==> config.mk <==
export PLATFORM = sky130hd
export DESIGN_NAME = tern_frame_sequencer
export DESIGN_NICKNAME = d
export VERILOG_FILES = /design/src/rtl/tern_frame_sequencer_pkg.sv /design/src/rtl/tern_frame_sequencer_weight_bank.sv /design/src/rtl/tern_frame_sequencer.sv
export SDC_FILE = /design/constraint.sdc
export NUM_CORES = 1
export LEC_CHECK = 0
export ABC_CLOCK_PERIOD_IN_PS = 3350
export CAP_MARGIN = 40
export CORE_UTILIZATION = 33
export CTS_CLUSTER_SIZE = 20
export DETAILED_ROUTE_END_ITERATION = 12
export GPL_TIMING_DRIVEN = 0
export PLACE_DENSITY = 0.54
export SLEW_MARGIN = 20
export SYNTH_ARGS = -nofsm -noshare
export SYNTH_HDL_FRONTEND = slang
export SYNTH_SLANG_ARGS = --single-unit
==> constraint.sdc <==
create_clock -name clk -period 3.35 [get_ports clk]
set_input_delay 1.005 -clock clk [delete_from_list [all_inputs] [get_ports clk]]
set_output_delay 1.005 -clock clk [all_outputs]
set_load 0.05 [all_outputs]
==> src/rtl/tern_frame_sequencer_pkg.sv <==
// Shared sizes, codes and state encoding for the ternary frame sequencer
// and its weight bank.
package tern_frame_sequencer_pkg;

    localparam int IN_LEN         = 14;
    localparam int OUT_LEN        = 7;
    localparam int BIT_WIDTH      = 8;
    localparam int ROWS_PER_FRAME = IN_LEN / 2;
    localparam int BYTES_PER_ROW  = 4;
    localparam int LOAD_BYTES     = ROWS_PER_FRAME * BYTES_PER_ROW;
    localparam int PAIR_WIDTH     = 2 * BIT_WIDTH;

    // One slot holds two elements' worth of 2-bit weights across all columns.
    localparam int W_WIDTH        = 2 * 2 * OUT_LEN;

    localparam logic [2:0] ROW_BUBBLE = 3'd7;

    localparam logic [1:0] T_POS  = 2'b01;
    localparam logic [1:0] T_NEG  = 2'b11;
    localparam logic [1:0] T_ZERO = 2'b00;

    typedef enum logic [1:0] {
        ST_IDLE = 2'd0,
        ST_LOAD = 2'd1,
        ST_RUN  = 2'd2
    } state_t;

    // 2'b10 is an unused encoding and reads as zero.
    function automatic int tern_value(input logic [1:0] code);
        case (code)
            T_POS:   return 1;
            T_NEG:   return -1;
            T_ZERO:  return 0;
            default: return 0;
        endcase
    endfunction

endpackage

==> src/rtl/tern_frame_sequencer_weight_bank.sv <==
// 7 x 28-bit weight register file: byte-lane write port, one combinational
// read port indexed by frame row.
module tern_frame_sequencer_weight_bank
    import tern_frame_sequencer_pkg::*;
(
    input  logic               clk,
    input  logic               we,
    input  logic [2:0]         slot,
    input  logic [1:0]         lane,
    input  logic [7:0]         data,
    input  logic [2:0]         rd_row,
    output logic [W_WIDTH-1:0] rd_data
);

    localparam logic [2:0] NUM_SLOTS = 3'(ROWS_PER_FRAME);

    logic [W_WIDTH-1:0] mem [ROWS_PER_FRAME];

    // Contents are intentionally left unreset; they are meaningless until loaded.
    // Lane 3 only carries the top nibble of a slot, its upper four bits are discarded.
    always_ff @(posedge clk) begin
        if (we && (slot < NUM_SLOTS)) begin
            case (lane)
                2'd0:    mem[slot][7:0]           <= data;
                2'd1:    mem[slot][15:8]          <= data;
                2'd2:    mem[slot][23:16]         <= data;
                default: mem[slot][W_WIDTH-1:24]  <= data[3:0];
            endcase
        end
    end

    assign rd_data = (rd_row < NUM_SLOTS) ? mem[rd_row] : '0;

endmodule

==> src/rtl/tern_frame_sequencer.sv <==
// Feeds the ternary 14x7 matrix-vector multiplier: loads the weight matrix as a
// byte stream, then issues one {row, vec, weights} drive per accepted input pair.
module tern_frame_sequencer
    import tern_frame_sequencer_pkg::*;
(
    input  logic                  clk,
    input  logic                  rst,
    input  logic                  cfg_start,
    input  logic                  load_valid,
    input  logic [7:0]            load_byte,
    output logic                  w_ready,
    input  logic                  in_valid,
    output logic                  in_ready,
    input  logic [PAIR_WIDTH-1:0] in_pair,
    output logic [2:0]            row_out,
    output logic [PAIR_WIDTH-1:0] vec_out,
    output logic [W_WIDTH-1:0]    w_out,
    output logic                  out_valid,
    output logic [2:0]            out_col,
    output logic                  drop_err
);

    localparam logic [4:0] LAST_BYTE = 5'(LOAD_BYTES - 1);
    localparam logic [2:0] LAST_ROW  = 3'(ROWS_PER_FRAME - 1);
    localparam logic [2:0] LAST_COL  = 3'(OUT_LEN - 1);

    state_t             state;
    state_t             next_state;
    logic [4:0]         byte_cnt;
    logic [2:0]         row_cnt;
    logic               byte_we;
    logic               accept;
    logic [W_WIDTH-1:0] bank_data;

    tern_frame_sequencer_weight_bank u_bank (
        .clk     (clk),
        .we      (byte_we),
        .slot    (byte_cnt[4:2]),
        .lane    (byte_cnt[1:0]),
        .data    (load_byte),
        .rd_row  (row_cnt),
        .rd_data (bank_data)
    );

    assign in_ready = (state == ST_RUN);
    assign w_ready  = (state == ST_RUN);

    always_ff @(posedge clk) begin
        if (rst) begin
            state <= ST_IDLE;
        end else begin
            state <= next_state;
        end
    end

    // cfg_start overrides everything, including a byte or pair offered in the same cycle.
    always_comb begin
        next_state = state;
        byte_we    = 1'b0;
        accept     = 1'b0;
        case (state)
            ST_IDLE: begin
            end
            ST_LOAD: begin
                if (load_valid) begin
                    byte_we = 1'b1;
                    if (byte_cnt == LAST_BYTE) begin
                        next_state = ST_RUN;
                    end
                end
            end
            ST_RUN: begin
                accept = in_valid;
            end
            default: begin
                next_state = ST_IDLE;
            end
        endcase
        if (cfg_start) begin
            next_state = ST_LOAD;
            byte_we    = 1'b0;
            accept     = 1'b0;
        end
    end

    always_ff @(posedge clk) begin
        if (rst || cfg_start) begin
            byte_cnt <= '0;
            row_cnt  <= '0;
            drop_err <= 1'b0;
        end else begin
            if (byte_we) begin
                byte_cnt <= (byte_cnt == LAST_BYTE) ? 5'd0 : byte_cnt + 5'd1;
            end
            if (accept) begin
                row_cnt <= (row_cnt == LAST_ROW) ? 3'd0 : row_cnt + 3'd1;
            end
            if (in_valid && !in_ready) begin
                drop_err <= 1'b1;
            end
        end
    end

    // Non-accept cycles drive a bubble: zero weights on a row code that neither
    // clears nor unloads the multiplier, so a frame may pause anywhere.
    always_ff @(posedge clk) begin
        if (rst || !accept) begin
            row_out <= ROW_BUBBLE;
            vec_out <= '0;
            w_out   <= '0;
        end else begin
            row_out <= row_cnt;
            vec_out <= in_pair;
            w_out   <= bank_data;
        end
    end

    // Runs independently of the FSM so a latched result drains through a reload.
    always_ff @(posedge clk) begin
        if (rst) begin
            out_valid <= 1'b0;
            out_col   <= '0;
        end else if (row_out == LAST_ROW) begin
            out_valid <= 1'b1;
            out_col   <= '0;
        end else if (out_valid) begin
            if (out_col == LAST_COL) begin
                out_valid <= 1'b0;
                out_col   <= '0;
            end else begin
                out_col <= out_col + 3'd1;
            end
        end
    end

endmodule

==> results.sh <==
export IMPL_status="finished, final reports clean"
export IMPL_fmax_mhz=312
export IMPL_antenna_left=0
export IMPL_track_usage_pct=14.3
export IMPL_powerDensity_mw_per_mm2=526
export IMPL_syn_nets=598
export IMPL_fin_util_pct=41.8
export IMPL_die_y_um=174
export IMPL_cts_buffers=27
export IMPL_syn_area_per_cell_um2=17.3
export IMPL_clock_skew_ns=0.00660
export IMPL_maxCapViolCount=0
export IMPL_ys_ff_latch=258
export IMPL_critPathKind="reg -> out"
export IMPL_wire_per_inst_um=19.6
export IMPL_io_pins=83
export IMPL_grt_first_pass_wirelength_um=32800
export IMPL_ctsHoldBuffers=0
export IMPL_arrival_ns=2.20
export IMPL_netlist_area_mm2=0.00978
export IMPL_diodes=0
export IMPL_grt_max_degree=22
export IMPL_fp_dieW_um=174
export IMPL_cts_max_path_buffers=3
export IMPL_clk_latency_ns=0.52
export IMPL_port_buffers=82
export IMPL_dp_hpwl_um=14800
export IMPL_clkSlewWorstSetupHoldPaths_ns=0.06
export IMPL_path_cells="nor2b_1 > clkdlybuf4s50_1"
export IMPL_cp_required_ns=2.34
export IMPL_finalMaxSlewViolations=0
export IMPL_final_area_mm2=0.0121
export IMPL_leakage_nw=4.00
export IMPL_synth_edff_count=196
export IMPL_ys_flop_type="edfxtp_1"
export IMPL_ctsResizeCount=0
export IMPL_rsz0062_at_grt="false"
export IMPL_area_growth_pct=23.7
export IMPL_grt_pass1_vias=5510
export IMPL_wl_um=21500
export IMPL_slew_headroom_pct=45.4
export IMPL_cpPeakStageDelay_ns=0.87
export IMPL_core_mm2=0.0289
export IMPL_gp_congestion=0.769
export IMPL_via_per_inst=4.83
export IMPL_synth_cells=564
export IMPL_yosys_warnings=0
export IMPL_h_tree_depth=1
export IMPL_fill_cells=2564
export IMPL_cts_tree="built"
export IMPL_ys_seq_area_share_pct=72.9
export IMPL_die_area_mm2=0.0303
export IMPL_antenna_found_initial=0
export IMPL_final_nets=724
export IMPL_hp_class="reg -> reg"
export IMPL_hold_viol_final=0
export IMPL_cts_setup_buffers=0
export IMPL_crit_slowest_cell="clkdlybuf4s50_1"
export IMPL_worst_slew_pin_slew_ns=0.816
export IMPL_placed_cell_area_mm2=0.0111
export IMPL_row_count=62
export IMPL_cp_start_kind="flip-flop"
export IMPL_vdd_ir_drop_max_uv=391
export IMPL_drc=0
export IMPL_first_iter_violations=410
export IMPL_crit_fanout=9
export IMPL_initial_core_util_pct=33.8
export IMPL_end_kind="output pin"
export IMPL_layout_cells_non_filler=1094
export IMPL_vias=5280
export IMPL_synthArstFlopShare_pct=0
export IMPL_drive_gt1_share_pct=21.0
export IMPL_globalRouteOverflowTotal=0
export IMPL_dp_cells=1034
export IMPL_first_pass_iters=5
export IMPL_min_period_over_period_pct=95.7
export IMPL_fin_crit_ns=3.21
export IMPL_ys_types=50
export IMPL_tns_ns=0
export IMPL_critPathTopFamily="buffers and inverters"
export IMPL_setup_violations=0
export IMPL_clock_sinks=258
export IMPL_clock_root_buffer="clkbuf_16"
export IMPL_cp_buffers_inverters=1
path summary, 6_finish.rpt:
path | startpoint | endpoint | slack (ns) | depth (start not counted)
worst max-delay path | state[1] | in_ready | 0.14 | 2
worst min-delay path | drop_err | drop_err | 0.47 | 1
worst max register to register | state[1] | u_bank.mem[6][19] | 1.12 | 3
worst min register to register | drop_err | drop_err | 0.47 | 1
area by class of cell:
type                       instances  area [um^2]  area share (%)
buffer                            34          248            2.05
clock buffer                      38          779            6.44
clock inverter                    11         60.1           0.496
inverter                           7         26.3           0.217
multi-input combinational        265         2380            19.7
sequential                       258         7130            58.9
tap                              384          480            3.97
timing repair buffer              97          996            8.23
registers in the layout (all words and copies together) (netlist names):
| register | count |
|---|---|
| out_col | 3 |
| out_valid | 1 |
| drop_err | 1 |
| u_bank.mem | 196 |
| byte_cnt | 5 |
| w_out | 28 |
| row_out | 3 |
| row_cnt | 3 |
| vec_out | 16 |
| state | 2 |
routing by layer:
| layer | vias to the layer above | GRT usage [%] | wire [um] |
|---|---|---|---|
| met3 | 32 | 2.60 | 845 |
| met1 | 2688 | 18.8 | 9540 |
| li1 | 2449 | - | - |
| met2 | 111 | 24.5 | 10700 |
| met4 | 0 | 3.55 | 415 |
| met5 | - | 0 | 0 |
cell families (layout without fill, tap and decap cells):
| logic type | Yosys count | count (layout) | share of synthesized area (%) |
|---|---|---|---|
| flip-flops | 258 | 258 | 72.9 |
| AND/OR/NAND/NOR | 124 | 124 | 7.00 |
| AO/OA/AOI/OAI | 79 | 79 | 7.21 |
| multiplexers | 57 | 57 | 9.49 |
| buffers and inverters | 41 | 187 | 2.80 |
| adder cells (fa/ha/maj) | 5 | 5 | 0.640 |
cells in the final DEF, fill, tap and decap left out, drive strengths merged, types with 3 or more instances in the layout:
| cell | count |
|---|---|
| clkdlybuf4s50 | 81 |
| nand3 | 4 |
| and3 | 16 |
| nand2 | 13 |
| clkinv | 8 |
| a211oi | 28 |
| nand2b | 7 |
| inv | 7 |
| nor2 | 61 |
| mux4 | 28 |
| a21oi | 11 |
| nor2b | 4 |
| mux2i | 29 |
| edfxtp | 196 |
| clkinvlp | 3 |
| a2bb2oi | 28 |
| dfxtp | 62 |
| clkbuf | 46 |
| buf | 41 |
| ha | 5 |
through the flow:
step / hold slack (ns) / total power, mW / worst slack [ns]
2_1_floorplan: 0.488 / 3.53 / 0.749
3_3_place_gp: 0.450 / 3.61 / -0.156
3_5_place_dp: 0.457 / 3.63 / -0.239
4_1_cts: 0.472 / 6.42 / 0.0185
5_1_grt: 0.510 / 6.57 / 0.0207
6_report: 0.468 / 6.36 / 0.143
worst reg2reg max path, stage by stage (launching register included):
cell	delay (ns)
dfxtp_1	0.38
nor4b_2	0.32
nand3_1	0.41
nor2_1	0.74
where the power goes:
part	switching, mW	leakage (nW)	internal (mW)	total [mW]
logic	0.0695	1.33	0.0529	0.122
clock network	1.18	0.407	1.62	2.80
registers	0.00140	2.26	3.44	3.44
Yosys cell counts (all sizes together) (2+ instances only):
library cell / count / share of area [%]
edfxtp: 196 / 60
dfxtp: 62 / 13
nor2: 61 / 2.8
mux2i: 29 / 3.0
a211oi: 28 / 3.2
a2bb2oi: 28 / 2.5
mux4: 28 / 6.5
buf: 26 / 2.2
and3: 16 / 1.0
nand2: 13 / 0.58
a21oi: 11 / 0.56
clkbuf: 8 / 0.32
inv: 7 / 0.27
nand2b: 7 / 0.45
ha: 5 / 0.64
nand3: 4 / 0.20
nor2b: 4 / 0.26
a211o: 2 / 0.18
and3b: 2 / 0.18
and4b: 2 / 0.20
nand3b: 2 / 0.15
nor3: 2 / 0.10
o211a: 2 / 0.20
o21a: 2 / 0.15
o21ai: 2 / 0.10
Note: power is estimated with default switching activity, not from simulation.
